**config.mk**
```make
export PLATFORM = sky130hd
export DESIGN_NAME = mem_port_arbiter
export DESIGN_NICKNAME = d
export VERILOG_FILES = /design/src/rtl/mem_port_arbiter_pkg.sv /design/src/rtl/mem_timeout_cnt.sv /design/src/rtl/mem_port_arbiter.sv
export SDC_FILE = /design/constraint.sdc
export NUM_CORES = 1
export LEC_CHECK = 0
export CAP_MARGIN = 20
export CORE_MARGIN = 2
export CORE_UTILIZATION = 37
export DETAILED_ROUTE_END_ITERATION = 10
export PLACE_DENSITY_LB_ADDON = 0.08
export SLEW_MARGIN = 10
export SYNTH_ARGS = -nofsm -noshare
export SYNTH_HDL_FRONTEND = slang
export SYNTH_SLANG_ARGS = --single-unit
export TNS_END_PERCENT = 5
```
**constraint.sdc**
```tcl
create_clock -name clk -period 1.7 [get_ports clk]
set_input_delay 0.17 -clock clk [delete_from_list [all_inputs] [get_ports clk]]
set_output_delay 0.17 -clock clk [all_outputs]
set_load 0.01 [all_outputs]
```
**src/rtl/mem_port_arbiter_pkg.sv**
```systemverilog
// mem_port_arbiter_pkg
//   Definitions shared by the memory-port arbiter and the pipeline/hazard code:
//   the arbiter FSM state encoding, the default bus widths and the default
//   watchdog limit, plus a helper that sizes the watchdog counter.
package mem_port_arbiter_pkg;

  typedef enum logic [1:0] {
    ST_IDLE = 2'd0,
    ST_DATA = 2'd1,
    ST_INST = 2'd2
  } arb_state_e;

  localparam int unsigned DEF_ADDR_W  = 32;
  localparam int unsigned DEF_DATA_W  = 32;
  localparam int unsigned DEF_TIMEOUT = 255;

  // The watchdog counts 0 .. timeout-1, so it needs clog2(timeout) bits.
  // A disabled or degenerate watchdog still gets a 1-bit counter.
  function automatic int unsigned tmo_cnt_w(input int unsigned timeout);
    return (timeout > 1) ? $clog2(timeout) : 1;
  endfunction

endpackage

```
**src/rtl/mem_timeout_cnt.sv**
```systemverilog
// mem_timeout_cnt
//   Watchdog counter for one external memory access.
//   Ports:
//     clk, rstn  - clock, asynchronous active-low reset
//     clr_i      - return the count to zero (no access, or access completing)
//     en_i       - an access is in flight; count one cycle
//     expired_o  - this is the TIMEOUT-th cycle of the access (never set
//                  when TIMEOUT == 0)
module mem_timeout_cnt
  import mem_port_arbiter_pkg::*;
#(
  parameter int unsigned TIMEOUT = DEF_TIMEOUT
) (
  input  logic clk,
  input  logic rstn,
  input  logic clr_i,
  input  logic en_i,
  output logic expired_o
);

  localparam int unsigned    CW   = tmo_cnt_w(TIMEOUT);
  // Count value during the last permitted cycle of an access.
  localparam logic [CW-1:0]  LAST = CW'(TIMEOUT - 1);

  logic [CW-1:0] cnt_q, cnt_d;

  always_comb begin
    cnt_d = cnt_q;
    if (clr_i) begin
      cnt_d = '0;
    end else if (en_i) begin
      cnt_d = cnt_q + CW'(1);
    end
  end

  always_ff @(posedge clk or negedge rstn) begin
    if (!rstn) begin
      cnt_q <= '0;
    end else begin
      cnt_q <= cnt_d;
    end
  end

  assign expired_o = (TIMEOUT != 0) && en_i && (cnt_q == LAST);

endmodule

```
**src/rtl/mem_port_arbiter.sv**
```systemverilog
// mem_port_arbiter
//   Shares one external memory port between instruction fetch and the MEM
//   stage. One access at a time; data wins over fetch because it belongs to
//   the older instruction. Each completed result is held (with a served flag)
//   until the pipeline advances, and mem_done tells the hazard unit whether
//   every pending request has been served.
//
//   Ports:
//     clk, rstn                  - clock, asynchronous active-low reset
//     if_req, if_addr, if_rdata  - fetch request / PC / captured instruction
//     d_req, d_we, d_addr,
//     d_wdata, d_rdata           - MEM-stage load/store and captured load data
//     pipe_advance               - pipeline registers update at this edge
//     mem_done                   - all pending requests served (0 = freeze)
//     mem_req, mem_we, mem_addr,
//     mem_wdata, mem_rdata,
//     mem_ack                    - external memory handshake
//     err                        - sticky watchdog timeout flag
//     dbg_state                  - current FSM state (arb_state_e encoding)
//
//   External handshake: mem_req rises with mem_we/mem_addr/mem_wdata and all
//   four stay stable until the memory returns a one-cycle mem_ack (mem_rdata
//   valid in that cycle). mem_req then drops for at least one cycle before the
//   next access. An ack seen while no access is in flight is ignored.
module mem_port_arbiter
  import mem_port_arbiter_pkg::*;
#(
  parameter int unsigned ADDR_W  = DEF_ADDR_W,
  parameter int unsigned DATA_W  = DEF_DATA_W,
  parameter int unsigned TIMEOUT = DEF_TIMEOUT
) (
  input  logic              clk,
  input  logic              rstn,
  input  logic              if_req,
  input  logic [ADDR_W-1:0] if_addr,
  output logic [DATA_W-1:0] if_rdata,
  input  logic              d_req,
  input  logic              d_we,
  input  logic [ADDR_W-1:0] d_addr,
  input  logic [DATA_W-1:0] d_wdata,
  output logic [DATA_W-1:0] d_rdata,
  input  logic              pipe_advance,
  output logic              mem_done,
  output logic              mem_req,
  output logic              mem_we,
  output logic [ADDR_W-1:0] mem_addr,
  output logic [DATA_W-1:0] mem_wdata,
  input  logic [DATA_W-1:0] mem_rdata,
  input  logic              mem_ack,
  output logic              err,
  output logic [1:0]        dbg_state
);

  arb_state_e        state_q, state_d;

  logic              mem_req_q, mem_req_d;
  logic              mem_we_q, mem_we_d;
  logic [ADDR_W-1:0] mem_addr_q, mem_addr_d;
  logic [DATA_W-1:0] mem_wdata_q, mem_wdata_d;
  logic [DATA_W-1:0] if_rdata_q, if_rdata_d;
  logic [DATA_W-1:0] d_rdata_q, d_rdata_d;
  logic              i_srv_q, i_srv_d;
  logic              d_srv_q, d_srv_d;
  logic              err_q, err_d;

  logic busy;
  logic ack_hit;
  logic tmo_expired;
  logic tmo_hit;
  logic finish;
  logic start_data;
  logic start_inst;

  assign busy    = (state_q != ST_IDLE);
  assign ack_hit = busy & mem_ack;
  // A real ack in the expiry cycle wins: the data is genuine.
  assign tmo_hit = busy & tmo_expired & ~mem_ack;
  assign finish  = ack_hit | tmo_hit;

  // At a pipe_advance edge the visible requests still belong to the departing
  // instructions, so nothing is started; the new ones are arbitrated next cycle.
  assign start_data = (state_q == ST_IDLE) & ~pipe_advance & d_req & ~d_srv_q;
  assign start_inst = (state_q == ST_IDLE) & ~pipe_advance & ~start_data &
                      if_req & ~i_srv_q;

  mem_timeout_cnt #(
    .TIMEOUT (TIMEOUT)
  ) u_tmo (
    .clk       (clk),
    .rstn      (rstn),
    .clr_i     (~busy | mem_ack),
    .en_i      (busy),
    .expired_o (tmo_expired)
  );

  // State register
  always_ff @(posedge clk or negedge rstn) begin
    if (!rstn) begin
      state_q <= ST_IDLE;
    end else begin
      state_q <= state_d;
    end
  end

  // Next-state logic
  always_comb begin
    state_d = state_q;
    unique case (state_q)
      ST_IDLE: begin
        if (start_data) begin
          state_d = ST_DATA;
        end else if (start_inst) begin
          state_d = ST_INST;
        end
      end
      ST_DATA, ST_INST: begin
        if (finish) begin
          state_d = ST_IDLE;
        end
      end
      default: state_d = ST_IDLE;
    endcase
  end

  // Output / datapath next values
  always_comb begin
    mem_req_d   = mem_req_q;
    mem_we_d    = mem_we_q;
    mem_addr_d  = mem_addr_q;
    mem_wdata_d = mem_wdata_q;
    if_rdata_d  = if_rdata_q;
    d_rdata_d   = d_rdata_q;
    i_srv_d     = i_srv_q;
    d_srv_d     = d_srv_q;
    err_d       = err_q;

    if (start_data) begin
      mem_req_d   = 1'b1;
      mem_we_d    = d_we;
      mem_addr_d  = d_addr;
      mem_wdata_d = d_wdata;
    end else if (start_inst) begin
      mem_req_d   = 1'b1;
      mem_we_d    = 1'b0;
      mem_addr_d  = if_addr;
    end

    // A timed-out access is reported as served with zero data so the
    // pipeline is never frozen forever; err records that it happened.
    if (finish) begin
      mem_req_d = 1'b0;
      if (state_q == ST_DATA) begin
        d_srv_d = 1'b1;
        if (!mem_we_q) begin
          d_rdata_d = ack_hit ? mem_rdata : '0;
        end
      end else if (state_q == ST_INST) begin
        i_srv_d    = 1'b1;
        if_rdata_d = ack_hit ? mem_rdata : '0;
      end
      if (tmo_hit) begin
        err_d = 1'b1;
      end
    end

    // Clearing wins over a completion in the same cycle: that result belongs
    // to an instruction that has already left the stage.
    if (pipe_advance) begin
      i_srv_d = 1'b0;
      d_srv_d = 1'b0;
    end
  end

  always_ff @(posedge clk or negedge rstn) begin
    if (!rstn) begin
      mem_req_q   <= 1'b0;
      mem_we_q    <= 1'b0;
      mem_addr_q  <= '0;
      mem_wdata_q <= '0;
      if_rdata_q  <= '0;
      d_rdata_q   <= '0;
      i_srv_q     <= 1'b0;
      d_srv_q     <= 1'b0;
      err_q       <= 1'b0;
    end else begin
      mem_req_q   <= mem_req_d;
      mem_we_q    <= mem_we_d;
      mem_addr_q  <= mem_addr_d;
      mem_wdata_q <= mem_wdata_d;
      if_rdata_q  <= if_rdata_d;
      d_rdata_q   <= d_rdata_d;
      i_srv_q     <= i_srv_d;
      d_srv_q     <= d_srv_d;
      err_q       <= err_d;
    end
  end

  assign mem_req   = mem_req_q;
  assign mem_we    = mem_we_q;
  assign mem_addr  = mem_addr_q;
  assign mem_wdata = mem_wdata_q;
  assign if_rdata  = if_rdata_q;
  assign d_rdata   = d_rdata_q;
  assign err       = err_q;
  assign dbg_state = state_q;

  assign mem_done = (~d_req | d_srv_q) & (~if_req | i_srv_q);

endmodule

```
Word level (Yosys, flattened, before mapping)
Cells that the tools add are included.
{"block": "classes", "mux": 21, "n_eq_ne": 6, "bitwise_logic": 24, "addsub": 1, "reduce_logical": 16}
{"op": "two-way mux 32 bit", "n": 3}
{"op": "two-way mux 8 bit", "n": 2}
{"op": "two-way mux 1 bit", "n": 12}
{"op": "nonzero test 2 bit", "n": 6}
{"op": "bitwise AND 1 bit", "n": 10}
{"op": "inverter 1 bit", "n": 10}
{"op": "AND reduction 3 bit", "n": 3}
{"op": "adder 8 x 1 -> 8 bit (second input constant)", "n": 1}
{"op": "== test 8 bit (second input constant)", "n": 1}
{"op": "two-way mux 2 bit", "n": 3}
{"op": "AND reduction 2 bit", "n": 3}
{"op": "inequality test 2 bit (second input constant)", "n": 2}
{"op": "OR 1 bit", "n": 4}
{"op": "one-hot mux 2 bit (2 select lines)", "n": 1}
{"op": "inequality test 3 bit (second input constant)", "n": 1}
{"op": "nonzero test 3 bit", "n": 1}
{"op": "== test 2 x 1 -> 1 bit (second input constant)", "n": 1}
{"op": "== test 2 bit (second input constant)", "n": 1}
{"op": "logical NOT 2 bit", "n": 1}
{"op": "OR reduction 2 bit", "n": 1}
{"op": "logical AND 1 bit", "n": 1}
{"block": "totals", "regBits": 143, "out_inout_bits": 134, "wordCells": 79, "inputBits": 135}

Depth between registers and ports, before layout
Gate-level depths: netlist of run 1.
{"block": "logic_depth", "ltp_word": 11, "depth_mapped": 8, "ltp_nobuf": 6}

Modules after synthesis
From an unflattened synthesis of run 1, not the netlist that was laid out.
{"block": "hier_totals", "hier_cells": 427, "hier_area_um2": 6064.6}
{"module": "mem_port_arbiter", "cells_per_inst": 386, "area_each_um2": 5652.9, "instances": 1, "seq_area_each_um2": 3378.2}
{"module": "mem_timeout_cnt", "cells_per_inst": 41, "area_each_um2": 411.6, "instances": 1, "seq_area_each_um2": 200.2}

Worst setup path before layout of run 1
OpenSTA, ideal clock, no wires.
{"block": "synth_timing", "kind": "reg2reg", "startpoint": "register state_q[0] (netlist: dbg_state[0])", "endpoint": "register mem_wdata_q[10] (netlist: mem_wdata[10])", "path_stages_with_launch": 7, "setup_time_ps": 125, "n_path_buf": 1, "path_slack_ps": -18, "period_less_slack_ps": 1718, "arrival_time_ps": 1593, "required_time_ps": 1575, "path_cell_list": "dfrtp_1 inv_1 ha_1 inv_2 nor3_4 buf_4 mux2_2"}
{"block": "synth_between", "elab_chain_len": 4}
{"element": "start, declared", "line": "mem_port_arbiter.sv:54", "rtl": "arb_state_e state_q, state_d;"}
{"element": "start signal, assigned", "line": "mem_port_arbiter.sv:101", "rtl": "state_q <= state_d;"}
{"element": "logical NOT 2 bit", "line": "mem_port_arbiter.sv:82", "rtl": "assign start_data = (state_q == ST_IDLE) & ~pipe_advance & d_req & ~d_srv_q;"}
{"element": "bitwise AND 1 bit (3 in a row)", "line": "mem_port_arbiter.sv:82"}
{"element": "end signal, assigned", "line": "mem_port_arbiter.sv:189", "rtl": "mem_wdata_q <= mem_wdata_d;"}
{"element": "end, declared", "line": "mem_port_arbiter.sv:59", "rtl": "logic [DATA_W-1:0] mem_wdata_q, mem_wdata_d;"}
No other way between the ends.
A chain may end at the register's enable or synchronous reset.

Final worst setup path of run 1
{"block": "layout_timing", "startpoint": "register state_q[1] (netlist: dbg_state[1])", "endpoint": "register mem_wdata_q[23] (netlist: mem_wdata[23])"}
Same word-level chain as after synthesis.

==> results of run 1 <==
[repair_timing]
action,CTS,global route
buffers inserted,0,4
endpoints found under the hold margin,46,0
setup endpoints to repair,14,82
resized for setup,3,11
gates cloned,0,4
pin swaps,1,3
hold buffers,1,0
[sequential cells by signal, indices dropped and copies added (netlist names)]
| name | cells |
|---|---|
| mem_we | 1 |
| mem_req | 1 |
| mem_wdata | 32 |
| err | 1 |
| i_srv_q | 1 |
| mem_addr | 32 |
| u_tmo.cnt_q | 8 |
| dbg_state | 2 |
| if_rdata | 32 |
| d_rdata | 32 |
| d_srv_q | 1 |
[stage by stage]
step / util (%) / setup WS (ns)
after floorplan: - / 0.02648
after global placement: 57.64 / 0.002919
after detailed placement: 57.64 / -0.04140
after CTS: 61.65 / 0.008236
after global routing: 62.65 / -0.04630
final: 62.65 / 0.03799
[synth_stat cells (all sizes together)]
master,count
a21oi,3
a22o,66
a22oi,1
a31oi,1
a32o,1
and2,1
and3,1
buf,25
clkbuf,8
dfrtp,143
ha,5
inv,8
mux2,32
nand2,35
nand2b,1
nand3,4
nand4,1
nor2,9
nor2b,3
nor3,1
nor3b,2
nor4bb,1
o211a,1
o21ai,35
o21bai,1
o22ai,33
o31ai,1
or2,1
or3,2
xnor2,1
xor2,3
[layout make-up]
class	instances	area, um^2
timing repair buffer	305	3134
fill	1172	5615
clock buffer	18	429.2
multi-input combinational	246	1853
inverter	8	30.03
tap	188	235.2
sequential	143	3578
clock inverter	14	157.7
[power groups by stage]
stage	sequential [W]	combinational [W]	clock, W
CTS	0.00556	0.00659	0.00379
detailed placement	0.00557	0.00654	0
floorplan	0.00615	0.00198	0
finish	0.00556	0.00669	0.00369
global placement	0.00553	0.00645	0
global route	0.00573	0.00717	0.00396
[critical path: cells and delay by family (launching register included)]
| family | cells | cell delay [ns] |
|---|---|---|
| AND/OR/NAND/NOR | 1 | 0.21 |
| flip-flops | 1 | 0.39 |
| buffers and inverters | 4 | 0.47 |
| adder cells (fa/ha/maj) | 1 | 0.14 |
| multiplexers | 1 | 0.33 |
[worst max-delay path by stage]
stage | startpoint | to | slack (ns) | cells past startpoint
after global placement | d_req | mem_wdata[17] | 0.003 | 5
after floorplan | dbg_state[0] | mem_wdata[10] | 0.03 | 6
after CTS | dbg_state[0] | d_rdata[21] | 0.008 | 6
after global routing | dbg_state[0] | mem_addr[4] | -0.05 | 9
final | dbg_state[1] | mem_wdata[23] | 0.04 | 7
after detailed placement | d_req | mem_wdata[4] | -0.04 | 5
[routing by layer]
metal	track usage (%)	share of wire [%]	routed length, um
met1	24.13	41	6720
met2	32.89	50	8219
met3	8.501	8.3	1369
met4	5.042	1.1	176
met5	0	0	0
[cell usage in the layout (no fill, tap or decap), drive strengths merged, types with 2 or more instances in the layout]
| cell | instances |
|---|---|
| ha | 5 |
| clkinv | 7 |
| o22ai | 33 |
| clkdlybuf4s50 | 266 |
| nor2 | 9 |
| o21ai | 35 |
| a21oi | 3 |
| clkbuf | 21 |
| mux2 | 32 |
| nor3b | 2 |
| a22o | 66 |
| or3 | 2 |
| xor2 | 3 |
| bufinv | 2 |
| inv | 13 |
| nand3 | 4 |
| nand2 | 35 |
| nor2b | 3 |
| dfrtp | 143 |
| buf | 34 |
[cells by family (layout without fill, tap and decap cells)]
kind of cell / after synthesis / count (layout) / synth area share, %
muxes: 32 / 32 / 6.421
xor gates and xnor gates: 4 / 4 / 0.6244
buffers and inverters: 41 / 345 / 4.192
adders and majority gates: 5 / 5 / 1.115
and+or+nand+nor: 62 / 62 / 5.441
AOI/OAI and AO/OA: 143 / 143 / 18.44
DFF: 143 / 143 / 63.77
==> metrics.yaml, run 1 <==
detailed_routing:
  detail_route.first_pass.iterations: 4
  num_vias: 4657
  drt_wl_total_um: 16490
  wl_per_cell_um: 17.88
  ant_nets: 0
  via_per_inst: 5.051
  drcViolationCount: 0
  dr.first_iter.drc_count: 203
global_route:
  track_usage_pct: 19.88
  grt_pass1_wl_um: 25070
  antenna_found_initial: 0
  overflow: 0
  grt_pass1_vias: 4862
  grt_max_degree: 52
power_and_ir_drop:
  leakage_nw: 4.106
  pwr-share-clk_pct: 23.1
  power_w: 0.01593
  p_int_w: 0.01099
  p_sw_w: 0.004941
  seqPwrFrac_pct: 34.9
  swShare_pct: 31.02
  comb_power_share_pct: 42.0
  ir_worst_vdd_v: 0.0008227
  power_density_nw_per_um2: 1691
floorplan:
  dieHeight_um: 127.2
  io_pins: 269
  rows: 45
  die_w_um: 127.2
  dieArea_um2: 16170
  coreArea_um2: 15030
  initial_core_util_pct: 37.33
sta:
  rsz0062_at_grt: "yes"
  finalCritPeriodShare_pct: 97.77
  clock_skew_ns: 0.009684
  drv_slew: 0
  finalHoldViolations: 0
  finalCriticalPeriod_ns: 1.662
  setup_viol_count_final: 0
  holdWs_ns: 0.2637
  tns_ns: 0
  slew_headroom_pct: 69.08
  max_freq_mhz: 601.7
  tightest_slew_ns: 0.4639
clock_network:
  clkLatencyLatePin_ns: 0.42
  cts.sinks: 143
  cts_root_buf: "clkbuf_16"
  clk_path_buf_depth: 2
  cts_tree: "done"
  htreeDepth: 4
  cts.clk_slew.worst_paths_ns: 0.06
  numCtsBuffers: 17
setup_path:
  path_cells: "inv_2 -> ha_4 -> inv_2 -> nor3_4 -> buf_6 -> clkbuf_16 -> mux2_2"
  critPathRequiredTime_ns: 2.00
  r2r-start: "dbg_state[1]"
  cp-start-kind: "register"
  reg2reg_to: "mem_wdata[23]"
  r2r_slack_ns: 0.04
  cp.arrival_ns: 1.96
  end_kind: "register"
  cpMostUsedCell: "inv_2"
  worst-setup-path-type: "register to register"
  cp_max_fo: 11
  cpMaxStageDelayCell: "dfrtp_1"
  slowest_delay_ns: 0.39
  reg2reg_depth: 7
worst_hold_path:
  hold_class: "primary input to asynchronous set/reset pin"
run:
  max_cap_viol_count: 0
yosys:
  avgSynthCellArea_um2: 13.05
  yosys_warnings: 0
  seq_area_frac_synth_pct: 63.77
  synth_top_area_cell: "dfrtp_1"
  netlist_instances: 430
  synth_area_um2: 5612
  ys_types: 38
  synth.area.top_cells: "dfrtp_1, a22o_1, mux2_2"
  synthesis.nets: 570
  yosysTopAreaCellShare_pct: 63.77
  synth-seq-cells: 143
place:
  placed_cells: 881
  finalWeightedCongestion: 0.7793
  dp_hpwl_um: 11490
  io_buffers: 268
  place_area_um2: 8665
layout:
  finalInstanceArea_um2: 9418
  final_cells: 922
  num_antenna_cells: 0
  final_nets: 861
  post_route_cells_drive_above_1_share_pct: 15.94
  area_growth_pct: 67.83
status:
  status: "complete, no violations"
No activity file was read; power rests on OpenSTA's default activity.
==> inputs of run 2 (changes only) <==
--- a/config.mk
+++ b/config.mk
@@ -9,6 +9,7 @@
 export CORE_MARGIN = 2
 export CORE_UTILIZATION = 37
 export DETAILED_ROUTE_END_ITERATION = 10
+export HOLD_SLACK_MARGIN = 0.12
 export PLACE_DENSITY_LB_ADDON = 0.08
 export SLEW_MARGIN = 10
 export SYNTH_ARGS = -nofsm -noshare
==> results of run 2 <==
Same layout as run 1: the final DEF is identical, and so are final timing and power.
